===== config.mk =====
export PLATFORM = sky130hd
export DESIGN_NAME = hazard_scoreboard_flat
export DESIGN_NICKNAME = d
export VERILOG_FILES = /design/src/rtl/hazard_scoreboard_if.sv /design/src/rtl/hazard_scoreboard.sv /design/src/flat_wrapper.sv
export SDC_FILE = /design/constraint.sdc
export NUM_CORES = 1
export LEC_CHECK = 0
export ABC_AREA = 1
export CAP_MARGIN = 20
export CORE_UTILIZATION = 23
export CTS_CLUSTER_SIZE = 10
export DETAILED_ROUTE_END_ITERATION = 10
export MAX_ROUTING_LAYER = met4
export PLACE_DENSITY_LB_ADDON = 0.05
export SLEW_MARGIN = 20
export SYNTH_ARGS = -nofsm -noshare
export SYNTH_HDL_FRONTEND = slang
export SYNTH_SLANG_ARGS = --single-unit
export TNS_END_PERCENT = 100

===== constraint.sdc =====
create_clock -name clk -period 2.6 [get_ports clk]
set_input_delay 0.26 -clock clk [delete_from_list [all_inputs] [get_ports clk]]
set_output_delay 0.26 -clock clk [all_outputs]
set_load 0.02 [all_outputs]

===== src/rtl/hazard_scoreboard_if.sv =====
// Purpose: ID-stage request and hazard-control response bundle for hazard_scoreboard.
// Latency: plain wires; timing belongs to whichever module drives each side.
// Backpressure: the response carries stall (hold IF/ID) and the request carries freeze (hold everything).
`timescale 1ns/1ps
interface hazard_scoreboard_if #(
    parameter int NUM_REGS = 16,
    parameter int DEPTH    = 3,
    parameter int NUM_SRC  = 2
);
    localparam int AW   = (NUM_REGS > 1) ? $clog2(NUM_REGS) : 1;
    localparam int SELW = $clog2(DEPTH + 1);

    // pipeline control from the core
    logic                    freeze;
    logic                    flush;
    // instruction currently in ID
    logic                    id_valid;
    logic [NUM_SRC*AW-1:0]   id_src_reg;
    logic [NUM_SRC-1:0]      id_src_en;
    logic [AW-1:0]           id_dst_reg;
    logic                    id_dst_en;
    logic                    id_is_load;
    // hazard decisions back to the core
    logic [NUM_SRC*SELW-1:0] fwd_sel;
    logic                    stall;
    logic [DEPTH-1:0]        slot_valid;
    logic [15:0]             stall_cnt;

    modport master (
        output freeze, flush, id_valid, id_src_reg, id_src_en,
               id_dst_reg, id_dst_en, id_is_load,
        input  fwd_sel, stall, slot_valid, stall_cnt
    );

    modport slave (
        input  freeze, flush, id_valid, id_src_reg, id_src_en,
               id_dst_reg, id_dst_en, id_is_load,
        output fwd_sel, stall, slot_valid, stall_cnt
    );
endinterface


===== src/rtl/hazard_scoreboard.sv =====
// Purpose: interlock/forwarding controller tracking in-flight destination registers over DEPTH slots.
// Latency: fwd_sel/stall are combinational from slot state and ID inputs; slots advance one per unfrozen clock.
// Backpressure: stall holds IF/ID and injects a bubble; freeze holds all state; flush squashes young slots.
`timescale 1ns/1ps
module hazard_scoreboard #(
    parameter int NUM_REGS      = 16,
    parameter int DEPTH         = 3,
    parameter int NUM_SRC       = 2,
    parameter int LOAD_FWD_SLOT = 1,
    parameter int FLUSH_SLOTS   = 2,
    parameter int ZERO_REG      = 1
) (
    input  logic               clk,
    input  logic               rst,
    hazard_scoreboard_if.slave bus
);
    localparam int AW   = (NUM_REGS > 1) ? $clog2(NUM_REGS) : 1;
    localparam int SELW = $clog2(DEPTH + 1);

    // slot s: 0 is EX (youngest), DEPTH-1 is WB (oldest)
    logic [DEPTH-1:0] vld_q, vld_d;
    logic [DEPTH-1:0] ld_q, ld_d;
    logic [AW-1:0]    dst_q [DEPTH];
    logic [AW-1:0]    dst_d [DEPTH];
    logic [15:0]      stall_cnt_q, stall_cnt_d;

    logic [NUM_SRC*SELW-1:0] fwd_sel;
    logic                    stall_raw;
    logic                    stall;

    // per-source youngest-match search; a load too young to forward raises the interlock
    always_comb begin
        logic [AW-1:0]   src;
        logic [SELW-1:0] sel_k;
        logic            lu_k;
        fwd_sel   = '0;
        stall_raw = 1'b0;
        src       = '0;
        sel_k     = '0;
        lu_k      = 1'b0;
        for (int k = 0; k < NUM_SRC; k++) begin
            src   = bus.id_src_reg[k*AW +: AW];
            sel_k = '0;
            lu_k  = 1'b0;
            // walk oldest to youngest so the youngest match is the one left standing
            for (int s = DEPTH - 1; s >= 0; s--) begin
                if (vld_q[s] && (dst_q[s] == src)) begin
                    sel_k = SELW'(s + 1);
                    lu_k  = ld_q[s] && (s < LOAD_FWD_SLOT);
                end
            end
            if (!(bus.id_valid && bus.id_src_en[k]) || ((ZERO_REG != 0) && (src == '0))) begin
                sel_k = '0;
                lu_k  = 1'b0;
            end
            fwd_sel[k*SELW +: SELW] = sel_k;
            stall_raw               = stall_raw | lu_k;
        end
        // a taken branch squashes the dependent anyway, so never stall on it
        stall = stall_raw & ~bus.flush;
    end

    // next slot contents: shift towards WB, admit ID (or a bubble when stalling), flush young slots
    always_comb begin
        vld_d       = vld_q;
        ld_d        = ld_q;
        dst_d       = dst_q;
        stall_cnt_d = stall_cnt_q;
        if (!bus.freeze) begin
            for (int s = 1; s < DEPTH; s++) begin
                vld_d[s] = vld_q[s-1];
                ld_d[s]  = ld_q[s-1];
                dst_d[s] = dst_q[s-1];
            end
            vld_d[0] = bus.id_valid & bus.id_dst_en & ~stall;
            ld_d[0]  = bus.id_is_load;
            dst_d[0] = bus.id_dst_reg;
            if (bus.flush) begin
                for (int s = 0; s < FLUSH_SLOTS; s++) begin
                    vld_d[s] = 1'b0;
                    ld_d[s]  = 1'b0;
                    dst_d[s] = '0;
                end
            end
            if (stall && (stall_cnt_q != 16'hFFFF)) begin
                stall_cnt_d = stall_cnt_q + 16'd1;
            end
        end
    end

    // state registers with synchronous reset
    always_ff @(posedge clk) begin
        if (rst) begin
            vld_q       <= '0;
            ld_q        <= '0;
            stall_cnt_q <= '0;
            for (int s = 0; s < DEPTH; s++) begin
                dst_q[s] <= '0;
            end
        end else begin
            vld_q       <= vld_d;
            ld_q        <= ld_d;
            dst_q       <= dst_d;
            stall_cnt_q <= stall_cnt_d;
        end
    end

    assign bus.fwd_sel    = fwd_sel;
    assign bus.stall      = stall;
    assign bus.slot_valid = vld_q;
    assign bus.stall_cnt  = stall_cnt_q;
endmodule

===== src/flat_wrapper.sv =====
// flat-port wrapper written by rule: the top's interface ports become plain ports
module hazard_scoreboard_flat 
#(
    parameter int NUM_REGS      = 16,
    parameter int DEPTH         = 3,
    parameter int NUM_SRC       = 2,
    parameter int LOAD_FWD_SLOT = 1,
    parameter int FLUSH_SLOTS   = 2,
    parameter int ZERO_REG      = 1
)
  (clk, rst, bus_freeze, bus_flush, bus_id_valid, bus_id_src_reg, bus_id_src_en, bus_id_dst_reg, bus_id_dst_en, bus_id_is_load, bus_fwd_sel, bus_stall, bus_slot_valid, bus_stall_cnt);
  hazard_scoreboard_if #(.NUM_REGS(NUM_REGS), .DEPTH(DEPTH), .NUM_SRC(NUM_SRC)) bus_i ();
  input  logic clk;
  input  logic rst;
  input wire logic [$bits(bus_i.freeze)-1:0] bus_freeze;
  input wire logic [$bits(bus_i.flush)-1:0] bus_flush;
  input wire logic [$bits(bus_i.id_valid)-1:0] bus_id_valid;
  input wire logic [$bits(bus_i.id_src_reg)-1:0] bus_id_src_reg;
  input wire logic [$bits(bus_i.id_src_en)-1:0] bus_id_src_en;
  input wire logic [$bits(bus_i.id_dst_reg)-1:0] bus_id_dst_reg;
  input wire logic [$bits(bus_i.id_dst_en)-1:0] bus_id_dst_en;
  input wire logic [$bits(bus_i.id_is_load)-1:0] bus_id_is_load;
  output wire logic [$bits(bus_i.fwd_sel)-1:0] bus_fwd_sel;
  output wire logic [$bits(bus_i.stall)-1:0] bus_stall;
  output wire logic [$bits(bus_i.slot_valid)-1:0] bus_slot_valid;
  output wire logic [$bits(bus_i.stall_cnt)-1:0] bus_stall_cnt;
  assign bus_i.freeze = bus_freeze;
  assign bus_i.flush = bus_flush;
  assign bus_i.id_valid = bus_id_valid;
  assign bus_i.id_src_reg = bus_id_src_reg;
  assign bus_i.id_src_en = bus_id_src_en;
  assign bus_i.id_dst_reg = bus_id_dst_reg;
  assign bus_i.id_dst_en = bus_id_dst_en;
  assign bus_i.id_is_load = bus_id_is_load;
  assign bus_fwd_sel = bus_i.fwd_sel;
  assign bus_stall = bus_i.stall;
  assign bus_slot_valid = bus_i.slot_valid;
  assign bus_stall_cnt = bus_i.stall_cnt;
  hazard_scoreboard #(.NUM_REGS(NUM_REGS), .DEPTH(DEPTH), .NUM_SRC(NUM_SRC), .LOAD_FWD_SLOT(LOAD_FWD_SLOT), .FLUSH_SLOTS(FLUSH_SLOTS), .ZERO_REG(ZERO_REG)) u_core (.clk(clk), .rst(rst), .bus(bus_i));
endmodule

# ---- Yosys cells after proc, flatten, opt, wreduce, memory -nomap -nowiden
# Cells that the tools add are included.
dict set report word_totals {
  ff_bits 32
  output_inout_bits 24
  word_cells 52
}
dict set report op_classes {
  n_addsub 1
  n_eq_ne 7
  mux 15
  n_bitwise 7
  reduce_logical 16
}
# operator n
set ops {}
lappend ops {{4-bit == test} 6}
lappend ops {{2-bit two-way mux} 9}
lappend ops {{16-bit by 1-bit adder with 16-bit output (second input constant)} 1}
lappend ops {{16-bit != test (second input constant)} 1}
lappend ops {{1-bit logical AND} 9}
lappend ops {{4-bit zero test} 2}
lappend ops {{8-bit two-way mux} 1}
lappend ops {{1-bit two-way mux} 5}
lappend ops {{1-bit AND} 3}
lappend ops {{1-bit inverter} 3}
lappend ops {{1-bit zero test} 2}
lappend ops {{1-bit logical OR} 2}
lappend ops {{2-bit AND reduction} 1}
lappend ops {{1-bit bitwise OR} 1}

# ---- Longest topological paths before layout
dict set report logic_depth {
  word_depth 9
  mapped_depth 12
  mapped_depth_nobuf 12
}

# ---- Worst setup path before layout
# OpenSTA, ideal clock, no wires.
dict set report synth_path {
  path_kind {flip-flop to output port}
  start {reg u_core.vld_q[2], in the netlist u_core.bus.slot_valid[2]}
  end {out bus_fwd_sel[0]}
  t_arrival_ps 1428
  setup_slack_ps 912
  stages_incl_launch_ff 5
  path_buffers 0
  path_cell_list {dfxtp_1 -> o21ai_0 -> a221oi_1 -> nand4_1 -> o21ai_0}
}
dict set report synth_between {
  elab_chain_cells 5
}
# element line
set synth_rtl {}
lappend synth_rtl {{start: declaration} hazard_scoreboard.sv:21} ;# logic [DEPTH-1:0] vld_q, vld_d;
lappend synth_rtl {{start signal: assignment} hazard_scoreboard.sv:101} ;# vld_q <= vld_d;
lappend synth_rtl {{1-bit logical AND} hazard_scoreboard.sv:47} ;# if (vld_q[s] && (dst_q[s] == src)) begin
lappend synth_rtl {{2-bit two-way mux (3 in a row)} hazard_scoreboard.sv:47}
lappend synth_rtl {{2-bit two-way mux} hazard_scoreboard.sv:52} ;# if (!(bus.id_valid && bus.id_src_en[k]) || ((ZERO_REG != 0) && (src == '0))) begin
lappend synth_rtl {{end: declaration} flat_wrapper.sv:23} ;# output wire logic [$bits(bus_i.fwd_sel)-1:0] bus_fwd_sel;
# No other way between the ends.

# ---- Final worst setup path
dict set report layout_path {
  start {in bus_id_src_reg[0]}
  end {out bus_fwd_sel[1]}
}
dict set report layout_between {
  elab_chain_cells 6
  elab_cells_between_ends 12
  cone_classes {eq/ne: 3; mux: 4; reduce/logical: 5}
}
# element line
set layout_rtl {}
lappend layout_rtl {{start: declaration} flat_wrapper.sv:18} ;# input wire logic [$bits(bus_i.id_src_reg)-1:0] bus_id_src_reg;
lappend layout_rtl {{4-bit == test} hazard_scoreboard.sv:47}
lappend layout_rtl {{1-bit logical AND} hazard_scoreboard.sv:47}
lappend layout_rtl {{2-bit two-way mux (3 in a row)} hazard_scoreboard.sv:47}
lappend layout_rtl {{2-bit two-way mux (*)} hazard_scoreboard.sv:52}
# Every way passes the cells marked *; elsewhere a longest branch is shown, timed or not.

==> results.md <==
- Outcome: complete, no violations
- Antenna Nets Post-Route: 0
- Rel. slew slack: 53.2%
- Root buf cell: clkbuf_8
- Initial antenna violation count: 0
- Worst Tran Pin Value: ~0.7 ns
- Die width: 96.9 um
- Endpoints failing hold: 0
- DRT iter0 DRCs: 59
- Mapped Nets: roughly 330
- Core area: 0.00872 mm^2
- Final WS setup: ~0.081 ns
- H-tree depth: 2
- CP Launch Type: input port
- Clock transition at path regs: ~0.070 ns
- RD Place Congestion: 0.734
- Lkg Pwr: ~1.1 nW
- Antenna Cells: 0
- Register bit total from synthesis: 32
- Vias in the first global route: ~2k
- Post-CTS Setup Bufs: 0
- Clk buf depth: 2
- Netlist Area Pre-Place: between 0.002 and 0.0025 mm^2
- Critical Path RT: around 2.3 ns
- Sink Count: 32
- Async S/R FF share, synth: 0%
- Critical Path Fanout Max: 7
- Synth unique cells: 29
- Syn_area_per_cell: between 6 and 7 um^2
- Largest stage delay on the critical path: 0.62 ns
- GRT Overall Usage: between 10 and 15%
- Cell Int Power: 0.769 mW
- Commonest non-fill, non-tap cell in the layout: nand2_1
- RSZ-0062 raised after global routing: false
- CTS tree: done
- VDD IR max: ~0.20 mV
- Post-synth EDFFs: 0
- Final period util: 96.9%
- Wirelength per Cell: 12.7 um
- First-pass GRT wire length: 10100 um
- Synth-to-layout area growth: 31.7%
- PortBufs: 44
- PD cells: between 300 and 400 mW/mm^2
- Row Count: 34
- CP endpoint kind: primary output
- Vias: between 2k and 2.5k
- Layout Skew: 0.0140 ns
- Routed WL: about 5900 um
- Switching Power: around 0.27 mW
- Ys flop type: dfxtp_1
- Crit path max-delay family: buffers and inverters
- Ys Warns: 0
- Total grt overflow: 0
- DRC errors left: 0
- Max cap viols: 0
- Ports: 45
- Sw Ratio: between 20% and 30%
- Clk_lat worst skew: approximately 0.29 ns
- Nets@finish: between 300 and 400
- Final Power: between 1 and 1.5 mW
- Crit-path cells: clkdlybuf4s50_1 -> o21ai_0 -> a221oi_1 -> nand3_1 -> a21oi_1 -> clkdlybuf4s50_1
- Final setup fails: 0
- Reg power frac: about half
- Clock network fraction of total power: between 30 and 40%
- CP max stage cell: clkdlybuf4s50_1
- Slew Limit Fails: 0
- Post-DP HPWL: roughly 4600 um
- Die ar.: 0.00938 mm^2
- Pin count of the biggest net entering global routing: 22
- Worst hold path class: register to register
- Share of layout cells above drive strength 1: roughly 14%
- Commonest cells after routing, fill and taps aside: nand2_1, inv_1, clkdlybuf4s50_1, nor2_1, dfxtp_1
- Via/cell ratio: 4.41
- Die Ht: 96.9 um
- WP data arrival: between 2 and 2.5 ns
- Crit-path most repeated cell: clkdlybuf4s50_1
- Num CTS Buffers: 5
- Drt first pass iters: 4
- Sequential share of the synthesized area: a little under a third
- Synthesized netlist cell count: a little over 300
- Starting Density: a little under a quarter
- Fmax: just under 400 MHz
- Crit Path Category: input port to primary output
- Comb pwr share: around an eighth
- Setup tns final: 0 ns
- Setup slack at placement: -0.0665 ns
- Crit path time final: ~2.5 ns
- Crit path buf inv count: 2
==> cell families (layout without fill, tap and decap cells) <==
family	Yosys count	count (layout)	share of synthesized area, %
xor+xnor	11	11	4.66
buf+inv	56	104	10.9
flops	32	32	31.0
simple gates	157	157	37.8
compound gates	53	53	15.1
fa+ha+maj	1	1	0.604
==> registers in the layout, indices dropped and copies added, names as in the netlist <==
| name | flops |
|---|---|
| u_core.bus.stall_cnt | 16 |
| u_core.dst_q | 12 |
| u_core.bus.slot_valid | 3 |
| u_core.ld_q | 1 |
==> metrics by stage <==
stage | cell area [um^2] | hold slack [ns] | std cells | utilization [%]
after floorplan | 2070 | 0.329 | 310 | -
after detailed placement | 2630 | 0.455 | 458 | 30.1
final | 2730 | 0.465 | 466 | 31.3
after global routing | 2730 | 0.492 | 466 | 31.3
after global placement | 2630 | 0.453 | 458 | 30.1
after CTS | 2720 | 0.467 | 466 | 31.2
==> cells in the mapped netlist (5+ instances only) <==
cell type | count | area [um^2]
nor2_2 | 9 | 56.3
o22ai_1 | 7 | 43.8
dfxtp_1 | 32 | 641
nand2_2 | 10 | 62.6
nand3_1 | 10 | 50.1
inv_1 | 41 | 154
xor2_1 | 8 | 70.1
clkbuf_1 | 5 | 18.8
o21ai_0 | 16 | 80.1
nor2_1 | 37 | 139
nand4_1 | 8 | 50.1
nand2_1 | 68 | 255
inv_2 | 7 | 26.3
a21oi_1 | 22 | 110
==> path summary, 6_finish.rpt <==
kind	startpoint	to	slack [ns]	cells after the start
setup / recovery	bus_id_src_reg[0]	bus_fwd_sel[1]	0.08	6
hold / removal	u_core.ld_q[0]	u_core.ld_q[0]	0.47	2
setup reg to reg	u_core.dst_q[8]	u_core.bus.stall_cnt[10]	0.69	10
hold reg to reg	u_core.ld_q[0]	u_core.ld_q[0]	0.47	2
==> what timing repair did <==
action,in CTS,in global routing
endpoints found under the setup margin,1,2
hold buffers,0,0
resized for setup,1,2
==> metal layers <==
layer	GRT usage (%)	vias up	wire [um]
li1	-	1080	-
met1	19.6	936	3220
met2	19.7	36	2470
met5	-	-	0
met4	4.13	0	66
met3	2.82	5	152
==> tightest hold or removal path, cell delays in order, from the launching register on <==
cell     delay [ns]
dfxtp_1        0.31
nand2_1        0.06
a21oi_1        0.05
==> cell type report <==
type | count | area, um^2
fillers | 980 | 5990
multi-input cells | 222 | 1200
flip-flops and latches | 32 | 641
repair buffers | 48 | 474
inverters | 48 | 180
well taps | 108 | 135
clock buffers | 7 | 86.3
clock inverters | 1 | 7.51
==> power groups by stage <==
stage / Sequential [mW] / Clock, mW / Combinational (mW)
2_1_floorplan: 0.517 / 0 / 0.0675
6_report: 0.507 / 0.405 / 0.129
4_1_cts: 0.507 / 0.427 / 0.131
3_3_place_gp: 0.519 / 0 / 0.132
3_5_place_dp: 0.519 / 0 / 0.131
5_1_grt: 0.508 / 0.446 / 0.144
Power figures use the tool's default switching activity.
